## config.mk

```make
export PLATFORM = sky130hd
export DESIGN_NAME = seq_mult_param_flat
export DESIGN_NICKNAME = d
export VERILOG_FILES = /design/src/rtl/seq_mult_param_if.sv /design/src/rtl/seq_mult_param.sv /design/src/flat_wrapper.sv
export SDC_FILE = /design/constraint.sdc
export NUM_CORES = 1
export LEC_CHECK = 0
export BUFFER_PORTS_ARGS = -buffer_cell sky130_fd_sc_hd__buf_2
export CORE_MARGIN = 2
export CORE_UTILIZATION = 60
export DETAILED_ROUTE_END_ITERATION = 10
export PLACE_DENSITY = 0.79
export SYNTH_ARGS = -nofsm -noshare
export SYNTH_HDL_FRONTEND = slang
export SYNTH_SLANG_ARGS = --single-unit
```

## constraint.sdc

```tcl
create_clock -name clk_i -period 6 [get_ports clk_i]
set_input_delay 0.3 -clock clk_i [delete_from_list [all_inputs] [get_ports clk_i]]
set_output_delay 0.3 -clock clk_i [all_outputs]
set_load 0.005 [all_outputs]
```

## src/rtl/seq_mult_param_if.sv

```systemverilog
// ----------------------------------------------------------------------------
// seq_mult_param_if
// Handshake/data bundle for the sequential shift-add multiplier.
//
// Signals (directions given from the multiplier's point of view, modport slave):
//   start_i   in   request to begin a multiplication (sampled only when idle)
//   signed_i  in   0 = unsigned, 1 = two's complement; captured with operands
//   a_bi      in   multiplicand, WIDTH bits
//   b_bi      in   multiplier, WIDTH bits
//   y_bo      out  product register, 2*WIDTH bits
//   busy_o    out  high while an operation is in progress
//   done_o    out  one-cycle pulse marking a new valid y_bo
// ----------------------------------------------------------------------------
interface seq_mult_param_if #(
  parameter int WIDTH = 8
);

  logic                   start_i;
  logic                   signed_i;
  logic [WIDTH-1:0]       a_bi;
  logic [WIDTH-1:0]       b_bi;
  logic [2*WIDTH-1:0]     y_bo;
  logic                   busy_o;
  logic                   done_o;

  // Requester side: drives the request and operands, observes the result.
  modport master (
    output start_i,
    output signed_i,
    output a_bi,
    output b_bi,
    input  y_bo,
    input  busy_o,
    input  done_o
  );

  // Multiplier side.
  modport slave (
    input  start_i,
    input  signed_i,
    input  a_bi,
    input  b_bi,
    output y_bo,
    output busy_o,
    output done_o
  );

endinterface

```

## src/rtl/seq_mult_param.sv

```systemverilog
// ----------------------------------------------------------------------------
// seq_mult_param
// Sequential shift-add multiplier, one multiplier bit per clock.
// An operation accepted on edge k spends WIDTH edges in WORK, produces the
// product on the END edge k+WIDTH+1 and returns to IDLE, giving one result
// every WIDTH+2 cycles. Signed mode uses the two's complement identity
//   a*b = sum_{i<W-1} a*b[i]*2^i - a*b[W-1]*2^(W-1)
// with a sign-extended to 2*WIDTH, so the top partial product is subtracted.
//
// Ports:
//   clk_i    in   single clock, all state changes on the rising edge
//   rst_n_i  in   asynchronous active-low reset (release synchronised outside)
//   bus      --   seq_mult_param_if.slave: start_i, signed_i, a_bi, b_bi in;
//                 y_bo, busy_o, done_o out
// ----------------------------------------------------------------------------

// Protocol properties observed on the multiplier outputs.
module seq_mult_param_chk (
  input logic clk_i,
  input logic rst_n_i,
  input logic busy_i,
  input logic done_i
);

  // A completion is never reported while an operation is still running.
  a_done_not_busy: assert property (
    @(posedge clk_i) disable iff (!rst_n_i) done_i |-> !busy_i
  );

  // done is a single-cycle pulse.
  a_done_pulse: assert property (
    @(posedge clk_i) disable iff (!rst_n_i) done_i |=> !done_i
  );

endmodule

module seq_mult_param #(
  parameter int WIDTH = 8
) (
  input logic           clk_i,
  input logic           rst_n_i,
  seq_mult_param_if.slave bus
);

  localparam int CTR_W = $clog2(WIDTH);
  localparam int PW    = 2 * WIDTH;

  localparam logic [1:0] ST_IDLE = 2'd0;
  localparam logic [1:0] ST_WORK = 2'd1;
  localparam logic [1:0] ST_END  = 2'd2;

  localparam logic [CTR_W-1:0] CTR_LAST = CTR_W'(WIDTH - 1);
  localparam logic [CTR_W-1:0] CTR_ONE  = CTR_W'(1);
  localparam logic [CTR_W-1:0] CTR_ZERO = CTR_W'(0);

  logic [1:0]       r_state;
  logic [WIDTH-1:0] r_a;
  logic [WIDTH-1:0] r_b;
  logic             r_sgn;
  logic [PW-1:0]    r_acc;
  logic [CTR_W-1:0] r_ctr;
  logic [PW-1:0]    r_y;
  logic             r_busy;
  logic             r_done;

  logic [PW-1:0]    w_a_ext;
  logic             w_bit;
  logic [PW-1:0]    w_pp;
  logic             w_last;
  logic             w_sub;
  logic [PW-1:0]    w_acc_nxt;

  // Multiplicand widened to product width; sign extension makes the
  // modulo-2^(2W) accumulation exact for negative multiplicands.
  assign w_a_ext = r_sgn ? {{WIDTH{r_a[WIDTH-1]}}, r_a}
                         : {{WIDTH{1'b0}}, r_a};

  // Partial product for the current multiplier bit, aligned to its weight.
  assign w_bit = r_b[r_ctr];
  assign w_pp  = (w_a_ext & {PW{w_bit}}) << r_ctr;

  // The MSB of a signed multiplier carries weight -2^(W-1): subtract it.
  assign w_last    = (r_ctr == CTR_LAST);
  assign w_sub     = r_sgn & w_last;
  assign w_acc_nxt = w_sub ? (r_acc - w_pp) : (r_acc + w_pp);

  // Control FSM, operand capture, accumulator and product register.
  always_ff @(posedge clk_i or negedge rst_n_i) begin
    if (!rst_n_i) begin
      r_state <= ST_IDLE;
      r_a     <= {WIDTH{1'b0}};
      r_b     <= {WIDTH{1'b0}};
      r_sgn   <= 1'b0;
      r_acc   <= {PW{1'b0}};
      r_ctr   <= CTR_ZERO;
      r_y     <= {PW{1'b0}};
      r_busy  <= 1'b0;
      r_done  <= 1'b0;
    end else begin
      // done is only ever raised by the END edge, so it drops one cycle later.
      r_done <= 1'b0;
      case (r_state)
        ST_IDLE: begin
          if (bus.start_i) begin
            r_a     <= bus.a_bi;
            r_b     <= bus.b_bi;
            r_sgn   <= bus.signed_i;
            r_acc   <= {PW{1'b0}};
            r_ctr   <= CTR_ZERO;
            r_busy  <= 1'b1;
            r_state <= ST_WORK;
          end else begin
            r_state <= ST_IDLE;
          end
        end
        ST_WORK: begin
          r_acc <= w_acc_nxt;
          if (w_last) begin
            r_state <= ST_END;
          end else begin
            r_ctr   <= r_ctr + CTR_ONE;
            r_state <= ST_WORK;
          end
        end
        ST_END: begin
          // start_i is not looked at here: a request during END is dropped
          // and a held request is taken on the following IDLE edge.
          r_y     <= r_acc;
          r_busy  <= 1'b0;
          r_done  <= 1'b1;
          r_state <= ST_IDLE;
        end
        default: begin
          r_state <= ST_IDLE;
          r_busy  <= 1'b0;
        end
      endcase
    end
  end

  assign bus.y_bo   = r_y;
  assign bus.busy_o = r_busy;
  assign bus.done_o = r_done;

  seq_mult_param_chk u_chk (
    .clk_i   (clk_i),
    .rst_n_i (rst_n_i),
    .busy_i  (r_busy),
    .done_i  (r_done)
  );

endmodule
```

## src/flat_wrapper.sv

```systemverilog
// flat-port wrapper written by rule: the top's interface ports become plain ports
module seq_mult_param_flat 
#(
  parameter int WIDTH = 8
)
  (clk_i, rst_n_i, bus_start_i, bus_signed_i, bus_a_bi, bus_b_bi, bus_y_bo, bus_busy_o, bus_done_o);
  seq_mult_param_if #(.WIDTH(WIDTH)) bus_i ();
  input logic clk_i;
  input logic rst_n_i;
  input wire logic [$bits(bus_i.start_i)-1:0] bus_start_i;
  input wire logic [$bits(bus_i.signed_i)-1:0] bus_signed_i;
  input wire logic [$bits(bus_i.a_bi)-1:0] bus_a_bi;
  input wire logic [$bits(bus_i.b_bi)-1:0] bus_b_bi;
  output wire logic [$bits(bus_i.y_bo)-1:0] bus_y_bo;
  output wire logic [$bits(bus_i.busy_o)-1:0] bus_busy_o;
  output wire logic [$bits(bus_i.done_o)-1:0] bus_done_o;
  assign bus_i.start_i = bus_start_i;
  assign bus_i.signed_i = bus_signed_i;
  assign bus_i.a_bi = bus_a_bi;
  assign bus_i.b_bi = bus_b_bi;
  assign bus_y_bo = bus_i.y_bo;
  assign bus_busy_o = bus_i.busy_o;
  assign bus_done_o = bus_i.done_o;
  seq_mult_param #(.WIDTH(WIDTH)) u_core (.clk_i(clk_i), .rst_n_i(rst_n_i), .bus(bus_i));
endmodule
```

## Word-level counts from Yosys, hierarchy flattened

Index checks and enable logic that the tools add are counted.

| storage, ports and cells | value |
|---|---|
| register bits | 56 |
| latch bits | 0 |
| memory bits (writable) | 0 |
| ROM bits | 0 |
| memories | 0 |

| cells by class | value |
|---|---|
| add/subtract/negate cells | 3 |
| multiply operators | 0 |
| div/mod/pow operators | 0 |
| order comparisons | 1 |
| equality and inequality tests | 5 |
| shift operators | 1 |
| multiplexer cells | 15 |
| bitwise logic cells | 3 |
| reductions and logical operators | 6 |

Operators with widths:

| kind | number |
|---|---|
| 16-bit 2-to-1 mux | 3 |
| 16-bit case mux with 2 select lines | 1 |
| 16-bit adder | 1 |
| 16-bit AND | 1 |
| 16-bit by 3-bit left shift with 16-bit output | 1 |
| 16-bit subtractor | 1 |
| 3-bit 2-to-1 mux | 2 |
| 3-bit case mux with 2 select lines | 1 |
| 2-bit AND reduction | 3 |
| 3-bit by 4-bit less-than comparator with 1-bit output, second input constant | 1 |
| 1-bit 2-to-1 mux | 4 |
| 2-bit != test, second input constant | 2 |
| 2-bit case mux with 2 select lines | 1 |
| 3-bit by 1-bit adder with 3-bit output, second input constant | 1 |
| 1-bit binary-select mux with 3-bit select | 1 |
| 3-bit == test, second input constant | 1 |
| 3-bit AND reduction | 1 |
| 2-bit by 1-bit == test with 1-bit output, second input constant | 1 |
| 2-bit == test, second input constant | 1 |
| 2-bit logical NOT | 1 |
| 2-bit 2-to-1 mux | 1 |
| 1-bit case mux with 2 select lines | 1 |
| 2-bit nonzero test | 1 |
| 1-bit AND | 1 |
| 1-bit inverter | 1 |

## Longest topological paths before layout

Gate-level depths: netlist of run 1.

| logic depth | value |
|---|---|
| depth in word-level cells | 7 |
| gate-level depth with buffers | 19 |
| gate-level depth less buffers | 18 |

## Least setup slack after synthesis of run 1

OpenSTA, ideal clock, no wires.

| path | value |
|---|---|
| path type | register to register |
| from | register u_core.r_ctr[0] |
| to | register u_core.r_acc[15] |
| arrival | 4.125 ns |
| data required time | 5.881 ns |
| slack | 1.756 ns |
| stages on the path, launching flop included | 20 |
| buffers on the path | 1 |
| period minus slack after synthesis | 4.244 ns |
| path through | dfrtp_1 > buf_4 > or2_1 > o22ai_2 > o21ai_1 > or3_1 > ha_1 > nand2_1 > o21ai_1 > inv_1 > ha_1 > nor2b_1 > o31ai_1 > a21o_1 > a21oi_1 > o41ai_1 > a21oi_1 > and3b_1 > o311ai_1 > a21bo_1 |

| between the ends | value |
|---|---|
| word-level cells in the longest chain between the ends | 7 |

RTL lines:

| element | RTL line | text |
|---|---|---|
| start, declared | seq_mult_param.sv:61 | `logic [CTR_W-1:0] r_ctr;` |
| start signal, assigned | seq_mult_param.sv:121 | `r_ctr <= r_ctr + CTR_ONE;` |
| 1-bit binary-select mux with 3-bit select | seq_mult_param.sv:79 | `assign w_bit = r_b[r_ctr];` |
| 1-bit 2-to-1 mux (not written as such) | seq_mult_param.sv:79 |  |
| 16-bit AND | seq_mult_param.sv:80 | `assign w_pp = (w_a_ext & {PW{w_bit}}) << r_ctr;` |
| 16-bit by 3-bit left shift with 16-bit output | seq_mult_param.sv:80 |  |
| 16-bit adder / 16-bit subtractor (equally long branches) | seq_mult_param.sv:85 | `assign w_acc_nxt = w_sub ? (r_acc - w_pp) : (r_acc + w_pp);` |
| 16-bit 2-to-1 mux (*) | seq_mult_param.sv:85 |  |
| 16-bit case mux with 2 select lines (*) | seq_mult_param.sv:102 | `case (r_state)` |
| end signal, assigned | seq_mult_param.sv:94 | `r_acc <= {PW{1'b0}};` |
| end signal, assigned | seq_mult_param.sv:108 | `r_acc <= {PW{1'b0}};` |
| end signal, assigned | seq_mult_param.sv:117 | `r_acc <= w_acc_nxt;` |
| end, declared | seq_mult_param.sv:60 | `logic [PW-1:0] r_acc;` |

Mark *: on every way between the ends. The rest lies on a longest branch, timed or not. The select of a mux whose other input is x is not followed.
A chain may end at the register's enable or synchronous reset.

## Worst setup path after layout of run 1

Ends and elaborated chain as after synthesis.

==> flow_metrics.env, run 1 <==
export IMPL_routedWlPerCell_um=16.6
export IMPL_fin_ws_ns=0.990
export IMPL_fp_row_count=28
export IMPL_hold_class="primary input to async pin"
export IMPL_tightest_slew_ns=0.835
export IMPL_grt_max_degree=57
export IMPL_ys_warn_count=0
export IMPL_clk_pin_slew_worst_paths_ns=0.11
export IMPL_outcome="completed"
export IMPL_die_w_um=82.6
export IMPL_syn_avg_cell_area_um2=9.96
export IMPL_cap_violations=0
export IMPL_critPathLaunchType="register"
export IMPL_layout_drive_gt1_share_pct=24.9
export IMPL_h_tree_depth=2
export IMPL_core_um2=5960
export IMPL_rsz0062_at_grt="no"
export IMPL_synth_seq_cells=56
export IMPL_cts_tree="done"
export IMPL_synth_mux_area_share_pct=15.7
export IMPL_synthAdderAreaFrac_pct=6.62
export IMPL_viasPerCell=6.10
export IMPL_cts_resized_gates=0
export IMPL_async_reset_ff_share_pct=100
export IMPL_synth_top_cell_by_area="dfrtp_1"
export IMPL_die_h_um=82.6
export IMPL_fin_skew_ns=0.00928
export IMPL_critPathCaptureType="register"
export IMPL_insertion_delay_ns=0.32
export IMPL_ys_top_cells_by_area="dfrtp_1 38%, mux2_2 10%, ha_1 6.1%, mux4_2 4.3%, nand2_1 3.5%"
export IMPL_drc=0
export IMPL_fmax_mhz=200
export IMPL_grtUsageTotal_pct=25.5
export IMPL_critPathMaxFanout=23
export IMPL_synth_cells=372
export IMPL_period_share_pct=83.5
export IMPL_nNetsFinal=447
export IMPL_cts_setup_buffers=0
export IMPL_placement_io_buffers=37
export IMPL_cp_data_required_time_ns=6.21
export IMPL_syn2layout_area_growth_pct=9.46
export IMPL_fin_crit_ns=5.01
export IMPL_pre_cts_ws_ns=0.990
export IMPL_synth_simple_area_share_pct=13.4
export IMPL_die_area_um2=6820
export IMPL_syn_area_um2=3700
export IMPL_wl_um=8060
export IMPL_ant_nets=0
export IMPL_ys_flop_type="dfrtp_1"
export IMPL_clock_sinks=56
export IMPL_cts_root_buffer="clkbuf_8"
export IMPL_rr_startpoint="u_core.r_ctr[0]$_DFFE_PN0P_"
export IMPL_overflow=0
export IMPL_ys_seq_area_share_pct=37.8
export IMPL_num_antenna_cells=0
export IMPL_syn_num_nets=411
export IMPL_setup_viol=0
export IMPL_synth_top_area_share_pct=37.8
export IMPL_numCtsBuffers=5
export IMPL_synth_xor_area_share_pct=4.26
export IMPL_synth_top_family_by_area="compound AO/OA/AOI/OAI gates"
export IMPL_via_count=2954
export IMPL_antenna_found_initial=0
export IMPL_crit_arrival_ns=5.23
export IMPL_initial_utilization_pct=62.2
export IMPL_dp_hpwl_um=6020
export IMPL_routabilityCongestion=0.898
export IMPL_critPathLaunch="u_core.r_ctr[0]$_DFFE_PN0P_"
export IMPL_slew_violations=0
export IMPL_ioPinCount=38
export IMPL_drt_iter0_drc=114
export IMPL_clk_path_buf_depth=2
export IMPL_cts_hold_buf=0
export IMPL_grt_pass1_wl_um=13500
export IMPL_synth_edf_count=0
export IMPL_fin_setup_tns_ns=0
export IMPL_synth_compound_area_share_pct=19.2
export IMPL_hold_violations=0
export IMPL_synth_cell_type_count=61
export IMPL_fillers=498
export IMPL_path_class="register to register"
export IMPL_grt_pass1_vias=2845
export IMPL_slew_headroom_pct=44.4
export IMPL_dr_pass1_iters=6
-- worst max-delay path: stages, from the launching register on --
cell and delay (ns):
dfrtp_1 0.90, nand2b_1 0.22, o22ai_2 0.32, o21ai_1 0.18, or3_1 0.40, ha_1 0.29, nand2_1 0.04, o21ai_1 0.15
inv_1 0.07, ha_1 0.26, nor2b_1 0.14, o31ai_1 0.35, a21o_1 0.20, a21oi_1 0.10, o41ai_1 0.56, a21oi_1 0.16
and3b_1 0.26, o311ai_1 0.10, a21bo_1 0.21
-- layer usage --
metal / share of wire, % / global-route usage, %
met4: 2.1 / 8.52
met2: 48 / 42.3
met3: 4.8 / 3.04
met1: 45 / 34.7
met5: 0 / 0
-- Yosys cell counts, types with 5 or more instances --
cell type	number
dfrtp_1	56
a21oi_1	19
ha_1	18
nor3_1	5
inv_1	13
nand2_1	35
nor2b_1	5
xor2_1	12
clkbuf_1	6
mux4_2	7
nand3_1	5
and2_1	5
a32o_1	5
nand2b_1	5
mux2_2	34
nor2_1	27
o21ai_1	9
xnor2_1	6
or3_1	6
o31ai_1	5
o21ai_0	19
-- path summary, 6_finish.rpt --
path | to | slack [ns] | cells after the start
max | u_core.r_acc[15]$_DFFE_PN0P_ | 0.99 | 18
min | u_core.bus.y_bo[6]$_DFFE_PN0P_ | 0.1 | 2
max reg2reg | u_core.r_acc[15]$_DFFE_PN0P_ | 0.99 | 18
min reg2reg | u_core.bus.y_bo[14]$_DFFE_PN0P_ | 0.51 | 1
max in group asynchronous | u_core.r_acc[15]$_DFFE_PN0P_ | 5.45 | 2
min in group clk_i | u_core.r_a[7]$_DFFE_PN0P_ | 0.18 | 3
-- layout by cell type (no fill, tap or decap), types with 4 or more instances in the layout --
master    instances
dfrtp_1          56
buf_2            37
nand2_1          35
mux2_2           34
nor2_1           27
o21ai_0          19
a21oi_1          19
ha_1             18
inv_1            13
xor2_1           12
o21ai_1           9
mux4_2            7
or3_1             6
xnor2_1           6
nand2b_1          5
nor2b_1           5
and2_1            5
nand3_1           5
nor3_1            5
o31ai_1           5
a32o_1            5
clkbuf_8          5
mux2i_1           4
o21a_1            4
o22ai_1           4
o211ai_1          4
a21boi_1          4
a21o_1            4
buf_4             4
-- cells by family (layout without fill, tap and decap cells) --
kind of cell | count (synthesis) | in the layout
AND/OR/NAND/NOR | 105 | 105
AO/OA/AOI/OAI | 103 | 103
flip-flops | 56 | 56
multiplexers | 45 | 45
buffers and inverters | 26 | 63
adder cells (fa/ha/maj) | 19 | 19
XOR/XNOR | 18 | 18
-- registers in the layout (all words and copies together), names as in the netlist --
signal / flops
u_core.r_a: 8
u_core.r_sgn: 1
u_core.bus.busy_o: 1
u_core.r_state: 2
u_core.bus.y_bo: 16
u_core.bus.done_o: 1
u_core.r_ctr: 3
u_core.r_b: 8
u_core.r_acc: 16
-- metrics by stage --
stage          std cells  area, um2  utilization (%)  hold WS (ns)
3_5_place_dp         476       3960             66.5         0.472
3_3_place_gp         476       3960             66.5         0.459
6_report             484       4050             68.1        0.0968
5_1_grt              484       4050             68.1         0.194
2_1_floorplan        372       3700                -       0.00441
4_1_cts              484       4050             68.1         0.132
-- area by class of cell --
type | count | area, um2 | share of cell area [%]
Multi-Input combinational cell | 290 | 2200 | 54.2
Sequential cell | 56 | 1400 | 34.6
Timing Repair Buffer | 41 | 215 | 5.31
Tap cell | 75 | 93.8 | 2.31
Clock buffer | 5 | 68.8 | 1.70
Inverter | 14 | 52.6 | 1.30
Clock inverter | 3 | 23.8 | 0.586
Power of run 1 is left out: the tool's default activity adds up to more than one toggle a clock period on the data nets, which glitch-free logic cannot reach.
==> run 2: changes to the inputs <==
--- a/config.mk
+++ b/config.mk
@@ -7,9 +7,9 @@
 export LEC_CHECK = 0
 export BUFFER_PORTS_ARGS = -buffer_cell sky130_fd_sc_hd__buf_2
 export CORE_MARGIN = 2
-export CORE_UTILIZATION = 60
+export CORE_UTILIZATION = 54
 export DETAILED_ROUTE_END_ITERATION = 10
-export PLACE_DENSITY = 0.79
+export PLACE_DENSITY = 0.75
 export SYNTH_ARGS = -nofsm -noshare
 export SYNTH_HDL_FRONTEND = slang
 export SYNTH_SLANG_ARGS = --single-unit
==> constraint.sdc (replaced) <==
create_clock -name clk_i -period 4.2 [get_ports clk_i]
set_input_delay 0.21 -clock clk_i [delete_from_list [all_inputs] [get_ports clk_i]]
set_output_delay 0.21 -clock clk_i [all_outputs]
set_load 0.005 [all_outputs]
==> flow_metrics.env, run 2 (synthesized netlist as in run 1, its figures left out) <==
export IMPL_grtUsageTotal_pct=22.7
export IMPL_clk_path_buf_depth=2
export IMPL_grt_pass1_wl_um=13700
export IMPL_fmax_mhz=246
export IMPL_routabilityCongestion=0.911
export IMPL_outcome="completed"
export IMPL_cts_root_buffer="clkbuf_8"
export IMPL_ioPinCount=38
export IMPL_critPathMaxFanout=6
export IMPL_crit_arrival_ns=4.25
export IMPL_cap_violations=0
export IMPL_critPathTopFamily="compound AO/OA/AOI/OAI gates"
export IMPL_grt_pass1_vias=2937
export IMPL_rsz0062_at_grt="yes"
export IMPL_path_depth=18
export IMPL_hold_violations=0
export IMPL_cp_slowest_stage_delay_ns=0.46
export IMPL_layout_commonest_cell="dfrtp_1"
export IMPL_path_buf_inv=2
export IMPL_dp_hpwl_um=6250
export IMPL_antenna_found_initial=0
export IMPL_ant_nets=0
export IMPL_routedWlPerCell_um=16.4
export IMPL_placement_io_buffers=37
export IMPL_period_share_pct=96.7
export IMPL_placed_cell_area_um2=4110
export IMPL_layout_drive_gt1_share_pct=35.1
export IMPL_grt_max_degree=57
export IMPL_die_h_um=86.8
export IMPL_overflow=0
export IMPL_hold_class="primary input to async pin"
export IMPL_tightest_slew_ns=0.680
export IMPL_initial_utilization_pct=55.1
export IMPL_viasPerCell=6.02
export IMPL_fin_crit_ns=4.06
export IMPL_slew_violations=0
export IMPL_wl_um=8450
export IMPL_fp_row_count=30
export IMPL_slew_headroom_pct=54.6
export IMPL_grtUsageMet2_pct=40.4
export IMPL_path_class="register to register"
export IMPL_grt_use_met1_pct=29.3
export IMPL_cp_data_required_time_ns=4.39
export IMPL_clk_pin_slew_worst_paths_ns=0.10
export IMPL_drt_iter0_drc=146
export IMPL_final_area_um2=4390
export IMPL_die_w_um=86.8
export IMPL_cts_tree="done"
export IMPL_via_count=3106
export IMPL_drc=0
export IMPL_use_met3_pct=3.24
export IMPL_layout_common_cells="54 x dfrtp_1, 37 x buf_2, 35 x nand2_1, 33 x mux2_2, 30 x buf_4"
export IMPL_h_tree_depth=2
export IMPL_grt_busiest_layer="met2"
export IMPL_syn2layout_area_growth_pct=18.4
export IMPL_nNetsFinal=474
export IMPL_crit_chain="or2_4 -> o22ai_4 -> o21ai_1 -> or3_4 -> ha_2 -> o21a_1 -> and2_1 -> a31oi_2 -> buf_4 -> xnor2_1 -> ha_1 -> a31o_2 -> o41ai_4 -> buf_4 -> nand2b_1 -> a21oi_1 -> xnor2_1 -> o21ai_1"
export IMPL_critPathCaptureType="register"
export IMPL_die_area_um2=7540
export IMPL_critPathSlowestCell="dfrtp_2"
export IMPL_cts_hold_buf=0
export IMPL_fin_util_pct=65.3
export IMPL_core_um2=6720
export IMPL_numCtsBuffers=5
export IMPL_reg2regPathDepth=18
export IMPL_fin_skew_ns=0.00869
export IMPL_num_antenna_cells=0
export IMPL_critPathLaunchType="register"
export IMPL_dr_pass1_iters=4
export IMPL_clock_sinks=56
export IMPL_setup_viol=0
export IMPL_insertion_delay_ns=0.31
-- run 2: cell count changes in the layout (fill, tap and decap cells not counted), moves of 2 or more --
| cell | before | now |
|---|---|---|
| a21oi_1 | 19 | 13 |
| ha_2 | 0 | 3 |
| ha_1 | 18 | 15 |
| mux2i_2 | 0 | 2 |
| mux2i_1 | 4 | 2 |
| a21boi_2 | 0 | 2 |
| dfrtp_1 | 56 | 54 |
| a21oi_2 | 0 | 6 |
| a21boi_1 | 4 | 2 |
| buf_4 | 4 | 30 |
| dfrtp_2 | 0 | 2 |
-- run 2: timing repair --
action / in CTS / in global routing
setup endpoints to repair: 0 / 4
buffers inserted: 0 / 9
gates resized for setup: 0 / 29
-- run 2: metal layers --
metal  up-vias  part of all wire (%)
met5         -                     0
met3         9                   3.1
met2        69                    51
met1      1533                    45
met4         0                   1.2
li1       1495                     -
-- run 2: stage by stage --
| stage | hold WS (ns) | cells | TNS (ns) | worst slack (ns) |
|---|---|---|---|---|
| floorplan | -0.0856 | 372 | 0 | 0.0288 |
| global placement | 0.377 | 499 | 0 | 0.151 |
| global route | 0.0888 | 516 | -0.163 | -0.0518 |
| detailed placement | 0.386 | 499 | 0 | 0.0262 |
| CTS | 0.0495 | 507 | 0 | 0.0189 |
| finish | 0.0161 | 516 | 0 | 0.140 |
-- run 2: path summary, 6_finish.rpt --
path	from	to	slack [ns]
min in group clk_i	bus_a_bi[7]	u_core.r_a[7]$_DFFE_PN0P_	0.09
setup / recovery	u_core.r_ctr[0]$_DFFE_PN0P_	u_core.r_acc[13]$_DFFE_PN0P_	0.14
setup reg to reg	u_core.r_ctr[0]$_DFFE_PN0P_	u_core.r_acc[13]$_DFFE_PN0P_	0.14
hold reg to reg	u_core.bus.y_bo[2]$_DFFE_PN0P_	u_core.bus.y_bo[2]$_DFFE_PN0P_	0.51
max in group asynchronous	rst_n_i	u_core.r_ctr[2]$_DFFE_PN0P_	3.69
hold / removal	rst_n_i	u_core.bus.y_bo[6]$_DFFE_PN0P_	0.02
-- run 2: layout make-up --
type | instances | area (um2)
Multi-Input combinational cell | 290 | 2310
Tap cell | 80 | 100
Timing Repair Buffer | 68 | 422
Clock buffer | 7 | 86.3
Clock inverter | 1 | 7.51
Sequential cell | 56 | 1400
Fill cell | 540 | 2330
Inverter | 14 | 52.6
Power of run 2 is left out for the same reason.
